## src/rtl/tdm_demux116_pkg.sv

```systemverilog
// Shared constants for the 1:16 TDM demultiplexer.
package demux_pkg;
  localparam int unsigned N_LANES = 16;
  localparam int unsigned SEL_W = 4;
  localparam logic MODE_ADDR = 1'b0;
  localparam logic MODE_SEQ = 1'b1;
  localparam logic [N_LANES-1:0] FULL_MASK = 16'hFFFF;
endpackage

```

## src/rtl/tdm_demux116_dec_4to16.sv

```systemverilog
// Select to one-hot decoder; all-zero output when not enabled.
module dec_4to16
  import demux_pkg::*;
(
  input  logic [SEL_W-1:0]   sel,
  input  logic               en,
  output logic [N_LANES-1:0] onehot
);

  always_comb begin
    onehot = '0;
    onehot[sel] = en;
  end

endmodule

```

## src/rtl/tdm_demux116.sv

```systemverilog
// Registered 1:16 demux: lane registers, per-frame lane flags, TDM counter and
// a valid/ack frame hand-off with sticky overflow flags.
module tdm_demux116
  import demux_pkg::*;
(
  input  logic               clk,
  input  logic               rst,
  input  logic               din,
  input  logic               din_valid,
  input  logic               mode,
  input  logic [SEL_W-1:0]   s,
  input  logic               frame_start,
  input  logic               frame_ack,
  input  logic               clr_ovr,
  output logic [N_LANES-1:0] o,
  output logic [N_LANES-1:0] lane_vld,
  output logic [SEL_W-1:0]   sel_cur,
  output logic [N_LANES-1:0] frame_data,
  output logic               frame_valid,
  output logic               lane_ovr,
  output logic               frame_ovr
);

  logic [SEL_W-1:0]   sel_base, lane_sel, sel_cur_d;
  logic [N_LANES-1:0] vld_base, wr_oh, o_d, lane_vld_d, frame_data_d;
  logic               complete, frame_valid_d, lane_ovr_d, frame_ovr_d;

  // frame_start clears flags and counter before this cycle's write is applied
  assign sel_base = frame_start ? '0 : sel_cur;
  assign vld_base = frame_start ? '0 : lane_vld;
  assign lane_sel = (mode == MODE_ADDR) ? s : sel_base;

  dec_4to16 u_dec (
    .sel    (lane_sel),
    .en     (din_valid),
    .onehot (wr_oh)
  );

  assign complete = din_valid && ((vld_base | wr_oh) == FULL_MASK);

  always_comb begin
    o_d           = (o & ~wr_oh) | (wr_oh & {N_LANES{din}});
    lane_vld_d    = complete ? '0 : (vld_base | wr_oh);
    sel_cur_d     = (din_valid && mode == MODE_SEQ) ? sel_base + SEL_W'(1) : sel_base;
    frame_data_d  = complete ? o_d : frame_data;
    frame_valid_d = frame_valid;
    if (complete) begin
      frame_valid_d = 1'b1;
    end else if (frame_ack) begin
      frame_valid_d = 1'b0;
    end
    lane_ovr_d  = lane_ovr;
    frame_ovr_d = frame_ovr;
    if (clr_ovr) begin
      lane_ovr_d  = 1'b0;
      frame_ovr_d = 1'b0;
    end
    // a fresh overflow in the same cycle as clr_ovr wins
    if ((vld_base & wr_oh) != '0) lane_ovr_d = 1'b1;
    if (complete && frame_valid && !frame_ack) frame_ovr_d = 1'b1;
  end

  always_ff @(posedge clk or posedge rst) begin
    if (rst) begin
      o           <= '0;
      lane_vld    <= '0;
      sel_cur     <= '0;
      frame_data  <= '0;
      frame_valid <= 1'b0;
      lane_ovr    <= 1'b0;
      frame_ovr   <= 1'b0;
    end else begin
      o           <= o_d;
      lane_vld    <= lane_vld_d;
      sel_cur     <= sel_cur_d;
      frame_data  <= frame_data_d;
      frame_valid <= frame_valid_d;
      lane_ovr    <= lane_ovr_d;
      frame_ovr   <= frame_ovr_d;
    end
  end

endmodule

```

## config.mk

```make
export PLATFORM = sky130hd
export DESIGN_NAME = tdm_demux116
export DESIGN_NICKNAME = d
export VERILOG_FILES = /design/src/rtl/tdm_demux116_pkg.sv /design/src/rtl/tdm_demux116_dec_4to16.sv /design/src/rtl/tdm_demux116.sv
export SDC_FILE = /design/constraint.sdc
export NUM_CORES = 1
export LEC_CHECK = 0
export BUFFER_PORTS_ARGS = -buffer_cell sky130_fd_sc_hd__buf_4
export CAP_MARGIN = 20
export CORE_ASPECT_RATIO = 0.9
export CORE_MARGIN = 4
export CORE_UTILIZATION = 45
export CTS_CLUSTER_SIZE = 14
export DETAILED_ROUTE_END_ITERATION = 7
export PLACE_DENSITY = 0.75
export SYNTH_ARGS = -nofsm -noshare
export SYNTH_HDL_FRONTEND = slang
export SYNTH_HIERARCHICAL = 1
export SYNTH_SLANG_ARGS = --single-unit
```

## constraint.sdc

```tcl
create_clock -name clk -period 4.4 [get_ports clk]
set_input_delay 0.22 -clock clk [delete_from_list [all_inputs] [get_ports clk]]
set_output_delay 0.22 -clock clk [all_outputs]
set_load 0.02 [all_outputs]
```

After elaboration in Yosys (flattened, before gate mapping). Index checks and enable logic that the tools add are counted.

Register bits after elaboration: 55. Input port bits: 12. Logic and storage cells: 40.

$add $sub $neg: 1. Magnitude comparators: 2. Equal/unequal tests: 1. Multiplexer cells: 12. Bitwise operators: 7. Reduce and logical (&&, ||, !) cells: 10.

Operator list (count): $and 16x16->16 (4); $mux 16 (2); $or 16x16->16 (2); $eq 16x16->1 const B (1); $not 16->16 (1); $reduce_bool 16->1 (1); $mux 4 (3); $mux 1 (6); $reduce_bool 2->1 (3); $logic_and 1x1->1 (5); $lt 4x5->1 const B (1); $add 4x1->4 const B (1); $demux 1 s4 (1); $ge 4x1->1 const B (1); $logic_not 1->1 (1).

Depth between registers and ports, before layout.
Depth in word-level cells: 13. Depth in mapped cells: 10.

Hierarchy. Netlist, hierarchy kept.

By module, submodules not included: tdm_demux116 (instances 1, cells each 182, area an instance 2344.7 um^2, sequential area each 1376.3 um^2); dec_4to16 (instances 1, cells each 23, area an instance 117.6 um^2, sequential area each 0.0 um^2).

Least setup slack after synthesis. Ideal clock, no wire load.

Path kind: register to register. Start point: register sel_cur[2]. End point: register frame_data[0]. Arrival time: 3.072 ns. Path slack: 1.203 ns. Cell stages (with the launch flop): 10. Buffers on the path: 1. Clock period less this slack: 3.197 ns. Cells stage by stage: dfrtp_1 > and2b_1 > mux2_2 > or3b_4 > nor2_1 > nand4_1 > o41a_1 > nor4_4 > buf_6 > mux2_2.

Word-level cells in the longest chain between the ends: 10. Elaborated cells on any way between the ends: 15. Those cells by class: order compare: 2; eq/ne: 1; mux: 4; bitwise: 6; reduce/logical: 2.

Ends and longest elaborated chain: start: declaration (line tdm_demux116.sv:17) `output logic [SEL_W-1:0] sel_cur,`; start signal: assignment (line tdm_demux116.sv:75) `sel_cur <= sel_cur_d;`; $mux 4 (*) (line tdm_demux116.sv:29) `assign sel_base = frame_start ? '0 : sel_cur;`; $mux 4 (*) (line tdm_demux116.sv:31) `assign lane_sel = (mode == MODE_ADDR) ? s : sel_base;`; via lane_sel[2] (line tdm_demux116.sv:24) `logic [SEL_W-1:0] sel_base, lane_sel, sel_cur_d;`; $lt 4x5->1 (not written as such) or $ge 4x1->1 (tied branches) (line tdm_demux116_dec_4to16.sv:12) `onehot[sel] = en;`; $logic_and 1x1->1 (not written as such) (line tdm_demux116_dec_4to16.sv:12); $mux 1 (not written as such) (line tdm_demux116_dec_4to16.sv:12); $demux 1 s4 (*); $and 16x16->16 (no line) (*); via wr_oh[3] (line tdm_demux116.sv:25) `logic [N_LANES-1:0] vld_base, wr_oh, o_d, lane_vld_d, frame_data_d;`; $or 16x16->16 (*) (line tdm_demux116.sv:39) `assign complete = din_valid && ((vld_base | wr_oh) == FULL_MASK);`; $eq 16x16->1 (*) (line tdm_demux116.sv:39); $logic_and 1x1->1 (*) (line tdm_demux116.sv:39); end signal: assignment (line tdm_demux116.sv:76) `frame_data <= frame_data_d;`; end: declaration (line tdm_demux116.sv:18) `output logic [N_LANES-1:0] frame_data,`.

The timed path passes the listed nets; every way through them passes the cells marked *. A chain may end at the register's enable or synchronous reset.

Worst setup path after layout.
Start point: register sel_cur[2]. End point: register frame_data[12].

Same word-level chain as after synthesis.

==> impl_metrics.yaml <==
synth:
  ys_seq_area_share_pct: 55.9
  synth_area_mm2: 0.00246
  synth-adder-area-share_pct: 0.508
  synth_compound_gate_area_share_pct: 10.3
  yosys.area_share.simple_pct: 13.7
  yosys.area.top_type: "dfrtp_1"
  yosysWarningCount: 6
  synth_xor_area_share_pct: 1.07
  synth_top_family_by_area: "multiplexers"
  yosysTopAreaCellShare_pct: 55.9
  avgSynthCellArea_um2: 12.0
  syn_nets: 218
  synth_area_leaders: "dfrtp_1 (56%), mux2_2 (16%), nor2_1 (5.0%), a21oi_1 (3.5%), a22o_1 (1.8%)"
  synthMuxAreaShare_pct: 16.5
  syn_inst: 205
  synth.distinct_cells: 34
  ys_ff_latch: 55
route:
  drc: 0
  vias_per_cell: 5.55
  wire_per_inst_um: 16.4
  drt-total-wl_mm: 5.68
  postRouteAntennaNets: 0
  via_count: 1921
  dr.pass1.iters: 5
  drt_iter0_markers: 314
sta:
  report.final.slew_viol_count: 0
  fin_crit_ns: 3.43
  maxSlewHeadroom_pct: 57.5
  fmax_ghz: 0.292
  hold_viol: 0
  setup_viol: 0
  worstMarginPinSlew_ns: 0.633
  fin_setup_tns_ns: 0
  period_share_pct: 77.9
  fin_worst_skew_ns: 0.00747
  rsz0062_at_grt: "no"
global_routing:
  grt_pass1_vias: 1915
  grtUsageTotal_pct: 18.0
  grt_antenna_before_repair: 0
  overflow: 0
  grt_pass1_wl_mm: 9.65
  grt_start_max_net_pins: 33
die:
  die_width_um: 86.0
  fp-row-count: 25
  die_y_um: 78.2
  dieArea_mm2: 0.00672
  start_util_pct: 46.6
  core_mm2: 0.00529
  io_pins: 67
clock_tree:
  cts_setup_buffers: 0
  cts_sinks: 55
  cts_made_buffers: 5
  ctsHoldBuffers: 1
  clkLatencyLatePin_ns: 0.31
  cts.clk_slew.worst_paths_ns: 0.10
  root_buffer: "clkbuf_8"
  cts.repair.resized: 0
  cts_tree: "built"
  clk_path_buf_depth: 2
  h-tree-depth: 2
pwr:
  finalPower_uw: 1100
  vdd_drop_max_uv: 217
  p_per_area_mw_per_mm2: 348
  cellLeakagePower_uw: 0.00156
finish:
  final_core_util_pct: 59.7
  postLayoutCellArea_mm2: 0.00316
  drive_gt1_share_pct: 43.4
  fillers: 469
  nets: 291
  syn_to_final_growth_pct: 28.2
  antenna_cells: 0
  final_cells: 346
worst_setup_path:
  critical_path_peak_fanout: 22
  arrival_ns: 3.63
  cp-end-kind: "flip-flop"
  path_class: "reg2reg"
  startpoint_type: "flip-flop"
  required_ns: 4.60
place:
  place.gp.congestion: 1.02
  dpl.hpwl_mm: 4.32
  placed_cells: 337
  place_area_mm2: 0.00305
  port_buffers: 66
outcome:
  outcome: "finished, final reports clean"
job:
  cap_violations: 0
min_path:
  hold_class: "in2reg"
final timing paths:
path | slack, ns | start | cells past startpoint | endpoint
max in group asynchronous | 3.36 | rst | 4 | lane_vld[8]
hold reg to reg | 0.51 | frame_ovr | 1 | frame_ovr
min in group asynchronous | 0.49 | rst | 3 | frame_data[15]
hold / removal | 0.14 | frame_start | 2 | sel_cur[3]
setup reg to reg | 0.97 | sel_cur[2] | 9 | frame_data[12]
setup / recovery | 0.97 | sel_cur[2] | 9 | frame_data[12]
stage by stage:
step	hold WS (ns)	worst slack, ns
2_1_floorplan	0.286	1.20
3_3_place_gp	0.445	1.07
3_5_place_dp	0.289	1.04
4_1_cts	0.124	1.01
5_1_grt	0.121	0.855
6_report	0.135	0.974
kinds of logic after synthesis:
group / after synthesis
flip-flops: 55
XOR/XNOR: 3
buffers and inverters: 9
AO/OA/AOI/OAI: 37
adder cells (fa/ha/maj): 1
AND/OR/NAND/NOR: 64
multiplexers: 36
flip-flops by register name (all words and copies together) (netlist names):
name         flops
sel_cur          4
o               16
frame_data      16
frame_valid      1
lane_ovr         1
frame_ovr        1
lane_vld        16
layout make-up:
cell class                      instances  area [um^2]  area share [%]
Clock buffer                            6         82.6            2.62
Clock inverter                          2         16.3           0.515
Inverter                                4         15.0           0.476
Multi-Input combinational cell        141         1030            32.8
Sequential cell                        55         1380            43.6
Tap cell                               67         83.8            2.66
Timing Repair Buffer                   71          548            17.4
metal layers:
metal	global-route usage (%)	share of wire [%]	routed length [um]
met4	5.54	1.5	83
met5	0	0	0
met2	25.3	43	2420
met3	6.09	11	603
met1	26.2	45	2570
synthesized netlist by cell type:
library cell / number
dfrtp_1: 55
mux2_2: 36
nor2_1: 33
a21oi_1: 17
a22o_1: 5
nor3_1: 5
o22ai_1: 5
a221oi_1: 4
nand2_1: 4
nand2b_1: 4
nand4_1: 4
and2b_1: 3
inv_1: 3
a2111o_1: 2
buf_6: 2
clkbuf_1: 2
nand3_1: 2
nand3b_1: 2
xor2_1: 2
a31o_2: 1
a32o_1: 1
and2_1: 1
buf_4: 1
clkinv_1: 1
ha_1: 1
nor2b_1: 1
nor3_2: 1
nor4_4: 1
o21ai_0: 1
o41a_1: 1
or2b_2: 1
or3b_4: 1
or4_4: 1
xnor2_1: 1
critical path, stage by stage, from the launching register on:
cell and delay (ns):
dfrtp_1 0.41, and2b_1 0.18, mux2_2 0.30, or3b_4 0.41, nor2_1 0.36, nand4_1 0.15
o41a_1 0.49, nor4_4 0.31, buf_4 0.32, mux2_2 0.37
cells in the final DEF, fill, tap and decap left out, types with 2 or more instances in the layout:
master	instances
nor3_1	5
a21oi_1	17
nand4_1	4
a2111o_1	2
dfrtp_1	55
a221oi_1	4
nor2_1	33
clkbuf_8	6
mux2_2	36
nand3b_1	2
buf_4	69
a22o_1	5
nand3_1	2
nand2_1	4
o22ai_1	5
inv_1	2
nand2b_1	4
and2b_1	3
xor2_1	2
where the power goes:
group	internal [uW]	switching [uW]	leakage, uW
clock network	129	164	0.0000474
logic	103	127	0.000770
registers	548	28.7	0.000742
(Power assumes the default switching activity.)
